**config.mk**
```make
export PLATFORM = sky130hd
export DESIGN_NAME = period_meter
export DESIGN_NICKNAME = d
export VERILOG_FILES = /design/src/rtl/period_meter.sv
export SDC_FILE = /design/constraint.sdc
export NUM_CORES = 1
export LEC_CHECK = 0
export CAP_MARGIN = 20
export CORE_ASPECT_RATIO = 1.1
export CORE_MARGIN = 2
export CORE_UTILIZATION = 59
export CTS_CLUSTER_SIZE = 25
export DETAILED_ROUTE_END_ITERATION = 10
export MAX_ROUTING_LAYER = met4
export PLACE_DENSITY_LB_ADDON = 0.08
export SLEW_MARGIN = 25
export SYNTH_ARGS = -nofsm -noshare
export SYNTH_HDL_FRONTEND = slang
export SYNTH_SLANG_ARGS = --single-unit
```
**constraint.sdc**
```tcl
create_clock -name i_clk -period 7.5 [get_ports i_clk]
set_input_delay 1.5 -clock i_clk [delete_from_list [all_inputs] [get_ports i_clk]]
set_output_delay 1.5 -clock i_clk [all_outputs]
set_load 0.05 [all_outputs]
```
**src/rtl/period_meter.sv**
```systemverilog
// -----------------------------------------------------------------------------
// period_meter
//
// Measures the period and high time of an asynchronous square wave, in i_clk
// cycles. Each rising edge closes one period and reports it with a one-cycle
// o_valid strobe. If no new rising edge arrives within TIMEOUT cycles of the
// last one, o_timeout is raised and the meter re-arms on the next rising edge.
//
// Parameters
//   CNT_WIDTH   : width of the internal counter and of o_period/o_high_time
//   TIMEOUT     : cycles after a rising edge without a new one before timeout
//                 (4 .. 2^CNT_WIDTH-1, so the counter can never wrap)
//   SYNC_STAGES : synchroniser depth on i_sig (>= 2)
//
// Ports
//   i_clk       : system clock
//   i_reset     : asynchronous, active-high reset
//   i_sig       : asynchronous square wave to measure
//   i_enable    : 1 = measure, 0 = idle with counter cleared, outputs held
//   o_period    : cycles between the last two detected rising edges
//   o_high_time : cycles from that period's rising edge to its falling edge
//   o_valid     : one-cycle strobe, o_period/o_high_time updated this cycle
//   o_timeout   : level, no rising edge seen for TIMEOUT cycles
// -----------------------------------------------------------------------------
module period_meter #(
  parameter int unsigned          CNT_WIDTH   = 26,
  parameter logic [CNT_WIDTH-1:0] TIMEOUT     = 26'd60000000,
  parameter int unsigned          SYNC_STAGES = 2
) (
  input  logic                 i_clk,
  input  logic                 i_reset,
  input  logic                 i_sig,
  input  logic                 i_enable,
  output logic [CNT_WIDTH-1:0] o_period,
  output logic [CNT_WIDTH-1:0] o_high_time,
  output logic                 o_valid,
  output logic                 o_timeout
);

  typedef enum logic [1:0] {
    S_IDLE = 2'd0,
    S_ARM  = 2'd1,
    S_MEAS = 2'd2
  } state_t;

  state_t                 r_state;
  state_t                 w_next_state;

  logic [SYNC_STAGES-1:0] r_sync;
  logic                   r_hist;
  logic                   w_sync_out;
  logic                   w_rise;
  logic                   w_fall;

  logic [CNT_WIDTH-1:0]   r_cnt;
  logic [CNT_WIDTH-1:0]   r_hi_tmp;
  logic [CNT_WIDTH-1:0]   w_cnt_inc;

  logic                   w_arm_rise;
  logic                   w_meas_rise;
  logic                   w_meas_fall;
  logic                   w_timeout_hit;
  logic                   w_cnt_run;

  // Input conditioning: synchroniser chain followed by one history flop.
  always_ff @(posedge i_clk or posedge i_reset) begin
    if (i_reset) begin
      r_sync <= '0;
      r_hist <= 1'b0;
    end else begin
      r_sync <= {r_sync[SYNC_STAGES-2:0], i_sig};
      r_hist <= r_sync[SYNC_STAGES-1];
    end
  end

  assign w_sync_out = r_sync[SYNC_STAGES-1];
  assign w_rise     = w_sync_out & ~r_hist;
  assign w_fall     = ~w_sync_out & r_hist;

  // cnt holds (cycles since rise - 1), so cnt+1 is the elapsed cycle count.
  assign w_cnt_inc  = r_cnt + CNT_WIDTH'(1);

  // FSM state register.
  always_ff @(posedge i_clk or posedge i_reset) begin
    if (i_reset) begin
      r_state <= S_IDLE;
    end else begin
      r_state <= w_next_state;
    end
  end

  // Next state and event decode. Disable overrides everything; in MEAS a
  // rise takes precedence over the timeout condition in the same cycle.
  always_comb begin
    w_next_state  = r_state;
    w_arm_rise    = 1'b0;
    w_meas_rise   = 1'b0;
    w_meas_fall   = 1'b0;
    w_timeout_hit = 1'b0;
    w_cnt_run     = 1'b0;
    if (!i_enable) begin
      w_next_state = S_IDLE;
    end else begin
      case (r_state)
        S_IDLE: begin
          w_next_state = S_ARM;
        end
        S_ARM: begin
          if (w_rise) begin
            w_arm_rise   = 1'b1;
            w_next_state = S_MEAS;
          end
        end
        S_MEAS: begin
          w_meas_fall = w_fall;
          if (w_rise) begin
            w_meas_rise = 1'b1;
          end else if (w_cnt_inc == TIMEOUT) begin
            w_timeout_hit = 1'b1;
            w_next_state  = S_ARM;
          end else begin
            w_cnt_run = 1'b1;
          end
        end
        default: begin
          w_next_state = S_IDLE;
        end
      endcase
    end
  end

  // Counter, high-time capture and registered outputs. The counter only runs
  // inside a measured period; everywhere else it sits at zero, which also
  // covers the clear on every detected rise.
  always_ff @(posedge i_clk or posedge i_reset) begin
    if (i_reset) begin
      r_cnt       <= '0;
      r_hi_tmp    <= '0;
      o_period    <= '0;
      o_high_time <= '0;
      o_valid     <= 1'b0;
      o_timeout   <= 1'b0;
    end else begin
      o_valid <= w_meas_rise;

      if (w_cnt_run) begin
        r_cnt <= w_cnt_inc;
      end else begin
        r_cnt <= '0;
      end

      if (w_meas_fall) begin
        r_hi_tmp <= w_cnt_inc;
      end

      if (w_meas_rise) begin
        o_period    <= w_cnt_inc;
        o_high_time <= r_hi_tmp;
      end

      if (w_timeout_hit) begin
        o_timeout <= 1'b1;
      end else if (w_arm_rise || w_meas_rise) begin
        o_timeout <= 1'b0;
      end
    end
  end

endmodule

```
==> impl_metrics.yaml <==
sta:
  min_period_ns: 3.70
  clock_skew_ns: 0.00847
  rsz0062_at_grt: "no"
  tns_ns: 0
  drv_slew: 0
  timing.fmax_mhz: 270
  layout_setup_ws_ns: 3.80
  finalSetupViolations: 0
  worstMarginPinSlew_ns: 0.947
  finalHoldViolations: 0
  period_share_pct: 49.4
  holdWs_ns: 0.356
  relSlewSlack_pct: 36.5
min_path:
  worstHoldStart: "r_sync[0]"
  min_to: "r_sync[1]"
  hp-class: "reg2reg"
  hold_path_depth: 0
layout:
  synthToLayoutAreaGrowth_pct: 18.3
  drive_gt1_share_pct: 14.1
  layout.nets: 475
  num_antenna_cells: 0
global_routing:
  grt_max_degree: 67
  grt_first_pass_wirelength_um: 15000
  grt_pass1_vias: 3087
  gr-total-overflow: 0
  grt_util_all_layers_pct: 22.5
  antenna_found_initial: 0
setup_path:
  path_class: "in2reg"
  cp.required_ns: 7.76
  end_kind: "flop"
  r2r_cells: 8
  critical_path_arrival_ns: 3.96
  r2r_slack_ns: 4.09
  crit_fanout: 39
  crit_path_start_kind: "input port"
  reg2reg_from: "r_cnt[0]"
  timing.rr.end: "r_cnt[25]"
floorplan:
  core_sq_um: 7830
  start_util_pct: 59.9
  dieHeight_um: 97.5
  rows: 34
  die_x_um: 89.0
  io-pin-count: 58
  dieArea_sq_um: 8680
yosys:
  avgSynthCellArea_sq_um: 11.2
  synth_area_leader_cell: "dfrtp_1"
  ys_async_sr_fraction_pct: 100
  synth_ff_type: "dfrtp_1"
  post-synth-top-count-cell: "dfrtp_1"
  synth_edf_count: 0
  syn_nets: 426
  netlist_instances: 420
  ys_seq_area_share_pct: 59.2
  synth_top_area_share_pct: 59.2
  yosys_warnings: 0
  netlist_area_sq_um: 4690
  synth.top_cells.by_count: "dfrtp_1, nor2_1, a21oi_1"
  synthTopCellsByArea: "dfrtp_1, mux2_2, nor2_1"
  yosysUniqueCellTypes: 44
  ys_ff_latch: 111
clock_network:
  insertion_delay_ns: 0.37
  root_buffer: "clkbuf_8"
  cts_sinks: 111
  clk_pin_slew_ns: 0.10
  ctsHoldBuffers: 0
  htreeDepth: 3
  cts_tree: "done"
  numCtsBuffers: 9
  ctsResizeCount: 0
  cts_max_path_buffers: 2
  post_cts_buffers: 0
routing:
  routed_wl_um: 8770
  wl_per_cell_um: 15.1
  drtIter0Drc: 167
  antenna_left: 0
  vias: 3232
  drt_pass1_iterations: 4
  drc: 0
  via_per_inst: 5.55
pwr:
  p_per_area_nw_per_um2: 234
  finalPower_mw: 1.30
  irDropWorstVdd_v: 0.000150
  p_leak_nw: 2.38
placement:
  place_ws_ns: 3.41
  gp_congestion: 0.950
  portBuffers: 57
  hpwl_um: 5840
outcome:
  status: "completed"
job:
  max-cap-violations: 0
==> cell families after synthesis <==
family / count (synthesis) / share of synthesized area [%]
compound gates: 62 / 7.71
xor+xnor: 25 / 4.67
fa+ha+maj: 2 / 0.533
buf+inv: 24 / 2.08
flops: 111 / 59.2
mux: 34 / 8.11
simple gates: 162 / 17.7
==> worst max-delay path by stage <==
stage | from | to | slack, ns
global route | i_enable | o_high_time[1] | 3.64
finish | i_enable | o_high_time[1] | 3.80
floorplan | i_reset | o_high_time[0] | 3.07
detailed placement | i_enable | o_high_time[3] | 3.41
global placement | i_enable | o_high_time[9] | 3.51
CTS | i_enable | o_high_time[3] | 3.81
==> cell type report <==
class | count | area (sq um)
Multi-Input combinational cell | 285 | 1830
Inverter | 2 | 10.0
Sequential cell | 111 | 2780
Clock buffer | 10 | 138
Clock inverter | 6 | 68.8
Tap cell | 108 | 135
Timing Repair Buffer | 60 | 593
Fill cell | 625 | 2280
==> power by group <==
group          switching, mW  internal (mW)  total [mW]
Sequential            0.0319          0.656       0.688
Combinational          0.167         0.0845       0.251
Clock                  0.198          0.165       0.362
Total                  0.396          0.905        1.30
==> registers in the layout, indices dropped and copies added, names as in the netlist <==
signal       cells
r_hi_tmp        26
o_period        26
r_state          2
r_cnt           26
o_valid          1
r_hist           1
r_sync           2
o_high_time     26
o_timeout        1
==> per-layer routing <==
metal,GRT usage (%),vias up,part of all wire [%]
met5,-,-,0
met4,6.20,0,1.0
met3,4.67,6,3.7
met2,32.1,70,46
met1,33.2,1610,49
li1,-,1546,-
==> through the flow <==
step | util [%] | instances | cell area, sq um
6_report | 70.9 | 582 | 5550
5_1_grt | 70.9 | 582 | 5550
4_1_cts | 70.9 | 582 | 5550
3_5_place_dp | 68.3 | 566 | 5350
3_3_place_gp | 68.3 | 566 | 5350
2_1_floorplan | - | 420 | 4690
==> critical path, stage by stage <==
cell and delay (ns):
clkdlybuf4s50_1 0.52, nand3b_1 0.23, nor2b_4 0.77, buf_4 0.50
mux2_2 0.39
==> placed cells by master (no fill, tap or decap), drive strengths merged, types with 4 or more instances in the layout <==
master	n
nand2	15
a21oi	50
clkbuf	10
o21ai	5
nor3b	6
nand3	9
clkdlybuf4s50	57
and3	4
nand4	11
clkinvlp	4
xnor2	14
xor2	11
and4	5
dfrtp	111
nor3	18
mux2	32
nor2	74
(Power assumes the default switching activity.)
